[src/rtl/cgra_host_sequencer_pkg.sv]
// Shared types for the CGRA host bring-up sequencer.
package cgra_host_seq_pkg;

    typedef enum logic [2:0] {
        StIdle,
        StDataLoad,
        StCfgStart,
        StWaitCfg,
        StRelease,
        StRun,
        StDone
    } state_e;

    // Loader register block byte offsets; the STATE_* entries are reserved for a later
    // state save/restore extension and are not driven yet.
    typedef enum logic [4:0] {
        LdStart          = 5'd0,
        LdRelease        = 5'd4,
        LdStateCmd       = 5'd8,
        LdStateReadAddr  = 5'd12,
        LdStateWriteAddr = 5'd16
    } loader_reg_e;

endpackage

[src/rtl/cgra_host_sequencer_if.sv]
// Single-beat DTL write channel (command + write data) seen from the initiator side.
interface cgra_host_sequencer_if #(
    parameter int unsigned ADDR_WIDTH = 32,
    parameter int unsigned DATA_WIDTH = 32
);
    logic                  command_valid;
    logic                  write_valid;
    logic                  command_accept;
    logic                  write_accept;
    logic [ADDR_WIDTH-1:0] address;
    logic [DATA_WIDTH-1:0] write_data;

    modport master (
        output command_valid, write_valid, address, write_data,
        input  command_accept, write_accept
    );

    modport slave (
        input  command_valid, write_valid, address, write_data,
        output command_accept, write_accept
    );
endinterface

[src/rtl/cgra_host_sequencer_dtl_single_write.sv]
// Issues one DTL write per iGo and reports when both command and data were accepted.
module dtl_single_write #(
    parameter int unsigned ADDR_WIDTH = 32,
    parameter int unsigned DATA_WIDTH = 32
) (
    input  logic                  iClk,
    input  logic                  iReset,
    input  logic                  iGo,
    input  logic [ADDR_WIDTH-1:0] iAddr,
    input  logic [DATA_WIDTH-1:0] iData,
    output logic                  oComplete,
    cgra_host_sequencer_if.master bus
);
    logic                  cmd_valid_q;
    logic                  wr_valid_q;
    logic [ADDR_WIDTH-1:0] addr_q;
    logic [DATA_WIDTH-1:0] data_q;

    // Complete in the cycle the last outstanding accept arrives, so the caller can issue
    // the next write on the same edge.
    always_comb begin
        oComplete = (cmd_valid_q | wr_valid_q)
                  & (~cmd_valid_q | bus.command_accept)
                  & (~wr_valid_q | bus.write_accept);
    end

    // Valid/address/data registers; each valid drops independently on its own accept.
    always_ff @(posedge iClk) begin
        if (iReset) begin
            cmd_valid_q <= 1'b0;
            wr_valid_q  <= 1'b0;
            addr_q      <= '0;
            data_q      <= '0;
        end else if (iGo) begin
            cmd_valid_q <= 1'b1;
            wr_valid_q  <= 1'b1;
            addr_q      <= iAddr;
            data_q      <= iData;
        end else begin
            if (bus.command_accept) cmd_valid_q <= 1'b0;
            if (bus.write_accept)   wr_valid_q  <= 1'b0;
        end
    end

    assign bus.command_valid = cmd_valid_q;
    assign bus.write_valid   = wr_valid_q;
    assign bus.address       = addr_q;
    assign bus.write_data    = data_q;
endmodule

[src/rtl/cgra_host_sequencer.sv]
// Host bring-up controller: DMEM preload, loader start/release, then timed run.
module cgra_host_sequencer
    import cgra_host_seq_pkg::*;
#(
    parameter int unsigned INTERFACE_WIDTH      = 32,
    parameter int unsigned INTERFACE_ADDR_WIDTH = 32,
    parameter int unsigned GM_MEM_ADDR_WIDTH    = 13,
    parameter logic [INTERFACE_ADDR_WIDTH-1:0] LOADER_OFFSET = 'hC0000,
    parameter bit          PRELOAD              = 1'b1,
    parameter int unsigned CYCLE_LIMIT          = 5000000
) (
    input  logic                         iClk,
    input  logic                         iReset,
    input  logic                         iStart,
    output logic                         oBusy,
    output logic                         oDone,
    output logic                         oTimeout,
    output logic [31:0]                  oCycleCount,
    output logic [GM_MEM_ADDR_WIDTH-1:0] oSrcAddr,
    input  logic [INTERFACE_WIDTH-1:0]   iSrcData,
    input  logic                         iConfigDone,
    input  logic                         iHalted,
    cgra_host_sequencer_if.master        dmem,
    cgra_host_sequencer_if.master        loader
);
    state_e                           state_q, state_d;
    logic [GM_MEM_ADDR_WIDTH-1:0]     idx_q, idx_d;
    logic [31:0]                      count_q, count_d, count_inc;
    logic                             timeout_q, timeout_d;
    logic                             dmem_go, loader_go;
    logic                             dmem_done, loader_done;
    logic [INTERFACE_ADDR_WIDTH-1:0]  loader_addr;
    logic [INTERFACE_ADDR_WIDTH-1:0]  dmem_addr;

    assign count_inc = (count_q == '1) ? count_q : count_q + 32'd1;

    // Next-state, write issue and counter control.
    always_comb begin
        state_d     = state_q;
        idx_d       = idx_q;
        count_d     = count_q;
        timeout_d   = timeout_q;
        dmem_go     = 1'b0;
        loader_go   = 1'b0;
        loader_addr = LOADER_OFFSET + INTERFACE_ADDR_WIDTH'(LdStart);
        case (state_q)
            StIdle, StDone: begin
                if (iStart) begin
                    timeout_d = 1'b0;
                    if (PRELOAD) begin
                        state_d = StDataLoad;
                        idx_d   = '0;
                        dmem_go = 1'b1;
                    end else begin
                        state_d   = StCfgStart;
                        loader_go = 1'b1;
                    end
                end
            end
            StDataLoad: begin
                if (dmem_done) begin
                    if (idx_q == '1) begin
                        state_d   = StCfgStart;
                        loader_go = 1'b1;
                    end else begin
                        idx_d   = idx_q + GM_MEM_ADDR_WIDTH'(1);
                        dmem_go = 1'b1;
                    end
                end
            end
            StCfgStart: begin
                if (loader_done) state_d = StWaitCfg;
            end
            StWaitCfg: begin
                if (iConfigDone) begin
                    state_d     = StRelease;
                    loader_go   = 1'b1;
                    loader_addr = LOADER_OFFSET + INTERFACE_ADDR_WIDTH'(LdRelease);
                end
            end
            StRelease: begin
                if (loader_done) begin
                    state_d = StRun;
                    count_d = '0;
                end
            end
            StRun: begin
                count_d = count_inc;
                // Halt takes priority over a timeout landing on the same edge.
                if (iHalted) begin
                    state_d   = StDone;
                    timeout_d = 1'b0;
                end else if (count_inc >= CYCLE_LIMIT) begin
                    state_d   = StDone;
                    timeout_d = 1'b1;
                end
            end
            default: state_d = StIdle;
        endcase
    end

    // Source address leads to the word being issued so its data is latched on the issue edge.
    always_comb begin
        oSrcAddr  = dmem_go ? idx_d : idx_q;
        dmem_addr = INTERFACE_ADDR_WIDTH'(oSrcAddr);
    end

    // State, word index, run counter and timeout flag.
    always_ff @(posedge iClk) begin
        if (iReset) begin
            state_q   <= StIdle;
            idx_q     <= '0;
            count_q   <= '0;
            timeout_q <= 1'b0;
        end else begin
            state_q   <= state_d;
            idx_q     <= idx_d;
            count_q   <= count_d;
            timeout_q <= timeout_d;
        end
    end

    assign oBusy       = (state_q != StIdle) && (state_q != StDone);
    assign oDone       = (state_q == StDone);
    assign oTimeout    = timeout_q;
    assign oCycleCount = count_q;

    dtl_single_write #(
        .ADDR_WIDTH (INTERFACE_ADDR_WIDTH),
        .DATA_WIDTH (INTERFACE_WIDTH)
    ) u_dmem_write (
        .iClk      (iClk),
        .iReset    (iReset),
        .iGo       (dmem_go),
        .iAddr     (dmem_addr),
        .iData     (iSrcData),
        .oComplete (dmem_done),
        .bus       (dmem)
    );

    dtl_single_write #(
        .ADDR_WIDTH (INTERFACE_ADDR_WIDTH),
        .DATA_WIDTH (INTERFACE_WIDTH)
    ) u_loader_write (
        .iClk      (iClk),
        .iReset    (iReset),
        .iGo       (loader_go),
        .iAddr     (loader_addr),
        .iData     ('0),
        .oComplete (loader_done),
        .bus       (loader)
    );
endmodule
[src/flat_wrapper.sv]
// flat-port wrapper written by rule: the top's interface ports become plain ports
module cgra_host_sequencer_flat import cgra_host_seq_pkg::*;
#(
    parameter int unsigned INTERFACE_WIDTH      = 32,
    parameter int unsigned INTERFACE_ADDR_WIDTH = 32,
    parameter int unsigned GM_MEM_ADDR_WIDTH    = 13,
    parameter logic [INTERFACE_ADDR_WIDTH-1:0] LOADER_OFFSET = 'hC0000,
    parameter bit          PRELOAD              = 1'b1,
    parameter int unsigned CYCLE_LIMIT          = 5000000
)
  (iClk, iReset, iStart, oBusy, oDone, oTimeout, oCycleCount, oSrcAddr, iSrcData, iConfigDone, iHalted, dmem_command_valid, dmem_write_valid, dmem_address, dmem_write_data, dmem_command_accept, dmem_write_accept, loader_command_valid, loader_write_valid, loader_address, loader_write_data, loader_command_accept, loader_write_accept);
  cgra_host_sequencer_if dmem_i ();
  cgra_host_sequencer_if loader_i ();
  input  logic iClk;
  input  logic iReset;
  input  logic iStart;
  output logic oBusy;
  output logic oDone;
  output logic oTimeout;
  output logic [31:0] oCycleCount;
  output logic [GM_MEM_ADDR_WIDTH-1:0] oSrcAddr;
  input  logic [INTERFACE_WIDTH-1:0] iSrcData;
  input  logic iConfigDone;
  input  logic iHalted;
  output wire logic [$bits(dmem_i.command_valid)-1:0] dmem_command_valid;
  output wire logic [$bits(dmem_i.write_valid)-1:0] dmem_write_valid;
  output wire logic [$bits(dmem_i.address)-1:0] dmem_address;
  output wire logic [$bits(dmem_i.write_data)-1:0] dmem_write_data;
  input wire logic [$bits(dmem_i.command_accept)-1:0] dmem_command_accept;
  input wire logic [$bits(dmem_i.write_accept)-1:0] dmem_write_accept;
  output wire logic [$bits(loader_i.command_valid)-1:0] loader_command_valid;
  output wire logic [$bits(loader_i.write_valid)-1:0] loader_write_valid;
  output wire logic [$bits(loader_i.address)-1:0] loader_address;
  output wire logic [$bits(loader_i.write_data)-1:0] loader_write_data;
  input wire logic [$bits(loader_i.command_accept)-1:0] loader_command_accept;
  input wire logic [$bits(loader_i.write_accept)-1:0] loader_write_accept;
  assign dmem_command_valid = dmem_i.command_valid;
  assign dmem_write_valid = dmem_i.write_valid;
  assign dmem_address = dmem_i.address;
  assign dmem_write_data = dmem_i.write_data;
  assign dmem_i.command_accept = dmem_command_accept;
  assign dmem_i.write_accept = dmem_write_accept;
  assign loader_command_valid = loader_i.command_valid;
  assign loader_write_valid = loader_i.write_valid;
  assign loader_address = loader_i.address;
  assign loader_write_data = loader_i.write_data;
  assign loader_i.command_accept = loader_command_accept;
  assign loader_i.write_accept = loader_write_accept;
  cgra_host_sequencer #(.INTERFACE_WIDTH(INTERFACE_WIDTH), .INTERFACE_ADDR_WIDTH(INTERFACE_ADDR_WIDTH), .GM_MEM_ADDR_WIDTH(GM_MEM_ADDR_WIDTH), .LOADER_OFFSET(LOADER_OFFSET), .PRELOAD(PRELOAD), .CYCLE_LIMIT(CYCLE_LIMIT)) u_core (.iClk(iClk), .iReset(iReset), .iStart(iStart), .oBusy(oBusy), .oDone(oDone), .oTimeout(oTimeout), .oCycleCount(oCycleCount), .oSrcAddr(oSrcAddr), .iSrcData(iSrcData), .iConfigDone(iConfigDone), .iHalted(iHalted), .dmem(dmem_i), .loader(loader_i));
endmodule
[config.mk]
export PLATFORM = sky130hd
export DESIGN_NAME = cgra_host_sequencer_flat
export DESIGN_NICKNAME = d
export VERILOG_FILES = /design/src/rtl/cgra_host_sequencer_pkg.sv /design/src/rtl/cgra_host_sequencer_if.sv /design/src/rtl/cgra_host_sequencer_dtl_single_write.sv /design/src/rtl/cgra_host_sequencer.sv /design/src/flat_wrapper.sv
export SDC_FILE = /design/constraint.sdc
export NUM_CORES = 1
export LEC_CHECK = 0
export ABC_AREA = 0
export CORE_MARGIN = 2
export CORE_UTILIZATION = 46
export CTS_BUF_LIST = sky130_fd_sc_hd__clkbuf_4
export DETAILED_ROUTE_END_ITERATION = 8
export PLACE_DENSITY_LB_ADDON = 0.2
export SYNTH_ARGS = -nofsm -noshare
export SYNTH_HDL_FRONTEND = slang
export SYNTH_SLANG_ARGS = --single-unit
[constraint.sdc]
create_clock -name iClk -period 3.9 [get_ports iClk]
set_input_delay 0.78 -clock iClk [delete_from_list [all_inputs] [get_ports iClk]]
set_output_delay 0.78 -clock iClk [all_outputs]
set_load 0.02 [all_outputs]
== Yosys cells after proc, flatten, opt, wreduce, memory -nomap -nowiden ==
Index checks and enable logic that the tools add are counted.

* Mux-type cells: 39
* Order comparisons: 1
* Reductions and logical operators: 13
* Eq/ne operators: 16
* Add/sub/neg operators: 2
* Bitwise operators: 14

{| class="wikitable"
|+ Operators with widths
! operator !! count
|-
| $mux W32 || 3
|-
| $pmux W32 S2 || 1
|-
| $mux W13 || 4
|-
| $add A32 B1 Y32 const B || 1
|-
| $eq A32 B32 Y1 const B || 1
|-
| $ge A32 B23 Y1 const B || 1
|-
| $mux W3 || 9
|-
| $pmux W13 S2 || 1
|-
| $pmux W3 S6 || 1
|-
| $mux W1 || 17
|-
| $add A13 B1 Y13 const B || 1
|-
| $eq A13 B13 Y1 const B || 1
|-
| $reduce_bool A2 Y1 || 6
|-
| $eq A3 B3 Y1 const B || 3
|-
| $ne A2 B1 Y1 const B || 4
|-
| $reduce_and A7 Y1 || 1
|-
| $eq A3 B2 Y1 const B || 2
|-
| $or A1 B1 Y1 || 6
|-
| $pmux W1 S2 || 3
|-
| $and A1 B1 Y1 || 4
|-
| $ne A2 B2 Y1 const B || 2
|-
| $not A1 Y1 || 4
|-
| $eq A3 B1 Y1 const B || 1
|-
| $logic_not A3 Y1 || 1
|-
| 7 further kinds || 7
|}

* Word-level logic and storage cells: 96
* Bits in registers: 130

== Depth between registers and ports, before layout ==
* Depth after elaboration: 7
* Mapped depth: 12
* Gate-level depth less buffers: 10

== Cells and area by module ==
Synthesis repeated with hierarchy kept, for this count alone.

* Cells, all modules: 913
* Area total of the unflattened synthesis: 8,305.5 um2

{| class="wikitable"
|+ Modules (own cells, without submodules)
! module !! cells an instance !! area each (um2) !! instances
|-
| dtl_single_write || 214 || 2,384.8 || 2
|-
| cgra_host_sequencer || 485 || 3,535.9 || 1
|}

== Least setup slack after synthesis ==
OpenSTA, ideal clock, no wires.

* Kind: input to output
* From: in dmem_write_accept
* To: out oSrcAddr[10]
* Stages on the path: 5
* Required time: 3.120 ns
* Arrival: 2.849 ns
* Buffers on the path: 0
* Slack: 0.271 ns
* Cell sequence: nand2b_1 o211ai_1 or4b_2 or3_1 o41ai_1

* Cells in the longest elaborated chain, start to end: 5

{| class="wikitable"
|+ Ends and longest elaborated chain
! element !! line !! source
|-
| start, declared || flat_wrapper.sv:30 || <nowiki>input wire logic [$bits(dmem_i.write_accept)-1:0] dmem_write_accept;</nowiki>
|-
| $or A1 B1 Y1 (*) || cgra_host_sequencer_dtl_single_write.sv:24 || <nowiki>& (~wr_valid_q | bus.write_accept);</nowiki>
|-
| $and A1 B1 Y1 (*) || cgra_host_sequencer_dtl_single_write.sv:24 ||
|-
| $mux W13 / $mux W1 (equally long branches) || cgra_host_sequencer.sv:61 || <nowiki>if (dmem_done) begin</nowiki>
|-
| $pmux W13 S2 / $pmux W1 S2 (equally long branches) || cgra_host_sequencer.sv:46 || <nowiki>case (state_q)</nowiki>
|-
| $mux W13 (*) || cgra_host_sequencer.sv:104 || <nowiki>oSrcAddr = dmem_go ? idx_d : idx_q;</nowiki>
|-
| end, declared || flat_wrapper.sv:21 || <nowiki>output logic [GM_MEM_ADDR_WIDTH-1:0] oSrcAddr;</nowiki>
|}

Every way passes the cells marked *; elsewhere a longest branch is shown, timed or not.

== Worst setup path after layout ==
* From: in dmem_command_accept
* To: out oSrcAddr[2]

* Cells in the longest elaborated chain, start to end: 6

{| class="wikitable"
|+ Ends and longest elaborated chain
! element !! line !! source
|-
| start, declared || flat_wrapper.sv:29 || <nowiki>input wire logic [$bits(dmem_i.command_accept)-1:0] dmem_command_accept;</nowiki>
|-
| $or A1 B1 Y1 (*) || cgra_host_sequencer_dtl_single_write.sv:23 || <nowiki>& (~cmd_valid_q | bus.command_accept)</nowiki>
|-
| $and A1 B1 Y1 (*) || cgra_host_sequencer_dtl_single_write.sv:23 ||
|-
| $and A1 B1 Y1 (*) || cgra_host_sequencer_dtl_single_write.sv:24 ||
|-
| $mux W13 / $mux W1 (equally long branches) || cgra_host_sequencer.sv:61 ||
|-
| $pmux W13 S2 / $pmux W1 S2 (equally long branches) || cgra_host_sequencer.sv:46 ||
|-
| $mux W13 (*) || cgra_host_sequencer.sv:104 ||
|}

Marked as above.

==> results.cfg <==
[pwr]
power-per-cell-area_nw_per_um2 = 402.2
p_leak_nw = 2.707
vdd_drop_max_mv = 0.1945
total_power_mw = 2.921

[critical_path]
path_cells = dlygate4sd2_1 > nand2b_4 > o211ai_1 > or3_1 > nor2b_1 > buf_4 > nand2_1 > o21ai_0 > clkdlybuf4s50_1
critPathKind = input pin to primary output
critPathRequiredTime_ns = 3.12
worstSetupStartpointType = input pin
critical_path.max_stage_delay_ns = 0.65
cp_max_fo = 6
worstPathArrival_ns = 3.03
end_kind = primary output
crit_path_top_delay_cell = clkdlybuf4s50_1

[global_routing]
grt_max_degree = 81
grt_pass1_vias = 4918
track_usage_pct = 22.49
grt_remaining_overflow = 0
antenna_found_initial = 0
grt_pass1_wl_um = 24060

[synthesis]
netlist_area_um2 = 5702
synth_flop_cell = dfxtp_1
syn_inst = 749
synthDistinctLibCells = 60
synth-warning-count = 0
synth_top_family_by_area = simple AND/OR/NAND/NOR gates
synth_compound_area_share_pct = 19.51
synth_sequential_area_ratio_pct = 35.11
synth-edff-count = 0
synth_xor_area_share_pct = 2.151
synth_fa_ha_area_share_pct = 0.4389
synth-simple-area-share_pct = 25.76
synth_area_per_cell_um2 = 7.612
synth_mux_area_share_pct = 1.712
synthArstFlopShare_pct = 0
synth-seq-cells = 100

[detailed_routing]
wl_per_cell_um = 14.74
drtPass1Iterations = 5
routed-via-count = 5567
first_iter_violations = 381
antenna_left = 0
remaining_drc_errors = 0
viasPerCell = 5.292
routed_wl_um = 15500

[cts]
cts_sinks = 100
insertion_delay_ns = 0.48
cts_tree = yes
cts_hold_buf = 0
cts_root_buf = clkbuf_4
clk_pin_slew_ns = 0.16
cts_buffer_depth = 2
numCtsBuffers = 9
htreeDepth = 3

[floorplan]
dieHeight_um = 115.3
ioPinCount = 221
dieArea_um2 = 13300
initial_core_util_pct = 47.27
die_x_um = 115.3
rows = 40
core_um2 = 12060

[timing]
drv_slew = 0
slew_headroom_pct = 43.14
setup_violations = 0
fin_crit_ns = 3.811
max_slew.worst_pin.slew_ns = 0.8529
tns_ns = 0
finalCritPeriodShare_pct = 97.71
max_freq_mhz = 262.4
finClkSkew_ns = 0.01843
finalHoldViolCount = 0

[placement]
io_buffers = 140
dpl.hpwl_um = 11070
place.gp.congestion = 0.8882

[status]
status = complete, no violations

[worst_hold_path]
hold_path.class = flop to flop

[cells_and_area]
antennaDiodeCount = 0
final_nets = 922
syn_to_final_growth_pct = 27.39
drive_gt1_share_pct = 9.842

[flow_run]
maxCapViolCount = 0
-- final timing paths --
path	start	slack [ns]	depth (start not counted)	to
worst max-delay path	dmem_command_accept	0.09	9	oSrcAddr[2]
worst min-delay path	u_core.u_dmem_write.bus.write_data[1]$_SDFFE_PP0P_	0.46	2	u_core.u_dmem_write.bus.write_data[1]$_SDFFE_PP0P_
worst max register to register	u_core.oCycleCount[0]$_SDFFE_PP0P_	0.43	10	u_core.state_q[0]$_SDFFE_PP0P_
worst min register to register	u_core.u_dmem_write.bus.write_data[1]$_SDFFE_PP0P_	0.46	2	u_core.u_dmem_write.bus.write_data[1]$_SDFFE_PP0P_
-- logic make-up (layout without fill, tap and decap cells) --
kind of cell	Yosys count	count (layout)
DFF	100	100
muxes	9	9
xor gates and xnor gates	14	14
AOI/OAI and AO/OA	175	175
and+or+nand+nor	301	301
buffers and inverters	147	203
adders and majority gates	2	2
other	1	80
-- layout by cell type (no fill, tap or decap), drive strengths merged, types with 3 or more instances in the layout --
master / Yosys / final
a31oi: 12 / 12
nor2: 64 / 64
o21ai: 30 / 30
inv: 17 / 20
conb: 1 / 80
mux2i: 3 / 3
clkbuf: 37 / 10
mux2: 6 / 6
and3: 11 / 11
clkdlybuf4s50: 0 / 128
a211oi: 17 / 17
and2: 11 / 11
nand4: 16 / 16
o311ai: 3 / 3
nand2: 117 / 117
o31a: 3 / 3
or3: 4 / 4
o21a: 4 / 4
dfxtp: 100 / 100
buf: 93 / 33
a21oi: 68 / 68
xnor2: 8 / 8
a311oi: 13 / 13
xor2: 6 / 6
a22oi: 7 / 7
nor3: 19 / 19
a31o: 3 / 3
and4: 8 / 8
nand3: 23 / 23
o211ai: 4 / 4
dlygate4sd2: 0 / 6
nor2b: 4 / 4
nand2b: 6 / 6
nor4: 8 / 8
-- cells in the mapped netlist, types with 5 or more instances --
master / number / share of area, %
nand2_1: 117 / 7.7
dfxtp_1: 100 / 35
buf_4: 81 / 11
a21oi_1: 67 / 5.9
nor2_1: 64 / 4.2
clkbuf_1: 37 / 2.4
o21ai_0: 30 / 2.6
nand3_1: 21 / 1.8
nor3_1: 19 / 1.7
inv_1: 16 / 1.1
nand4_1: 15 / 1.6
a211oi_1: 14 / 1.8
a311oi_1: 13 / 2.0
a31oi_1: 12 / 1.3
and3_1: 11 / 1.2
buf_2: 11 / 0.97
and2_1: 10 / 1.1
and4_1: 8 / 1.2
xnor2_1: 8 / 1.2
a22oi_1: 7 / 0.92
mux2_2: 6 / 1.2
nand2b_1: 6 / 0.66
xor2_1: 6 / 0.92
nor4_1: 5 / 0.55
-- report_power, final --
part,leakage [nW],internal (mW),switching [mW]
clock network,0.0788,0.204,0.371
logic,1.81,0.445,0.670
registers,0.814,1.15,0.0783
-- state kept, by name, summed over array words and instances (netlist names) --
register	cells
u_core.state_q	3
u_core.oTimeout	1
u_core.u_loader_write.bus.command_valid	1
u_core.u_loader_write.bus.write_valid	1
u_core.idx_q	13
u_core.u_dmem_write.bus.write_valid	1
u_core.u_loader_write.bus.address	2
u_core.u_dmem_write.bus.write_data	32
u_core.oCycleCount	32
u_core.u_dmem_write.bus.command_valid	1
u_core.u_dmem_write.bus.address	13
-- worst max-delay path: cells and delay by family --
family,cells,cell delay (ns)
simple gates,4,0.82
compound gates,2,0.40
buf+inv,3,1.02
-- per-stage QoR --
stage	hold WS (ns)	utilization [%]	setup WS [ns]	cells	cell area, um2
global placement	0.4381	58.12	-0.6426	1031	7010
floorplan	0.5302	-	0.2714	828	5998
finish	0.4590	60.22	0.08924	1052	7263
global route	0.4747	60.22	-0.01305	1052	7263
CTS	0.4631	59.98	0.01136	1050	7234
detailed placement	0.4429	58.12	-0.6529	1031	7010
-- cell type report --
type / instances / area (um2)
clock buffer: 9 / 67.56
clock inverter: 7 / 80.08
fill: 1078 / 4798
inverter: 17 / 63.81
multi-input combinational: 581 / 3218
sequential: 100 / 2003
tap: 168 / 210.2
timing repair buffer: 170 / 1620
-- per-layer routing --
| metal | GRT usage, % | vias up | routed length [um] |
|---|---|---|---|
| li1 | - | 2730 | - |
| met1 | 27.57 | 2596 | 6255 |
| met2 | 39.73 | 227 | 8053 |
| met3 | 5.482 | 14 | 1043 |
| met4 | 5.221 | 0 | 150 |
| met5 | 0 | - | 0 |
-- what timing repair did --
action                                  4_1_cts  5_1_grt
pin swaps                                     4        6
setup buffers                                 3        2
hold endpoints to repair                      0        0
endpoints found under the setup margin       11        8
gates resized for setup                      36        6
gates cloned                                  0        0
Power figures use the tool's default switching activity.
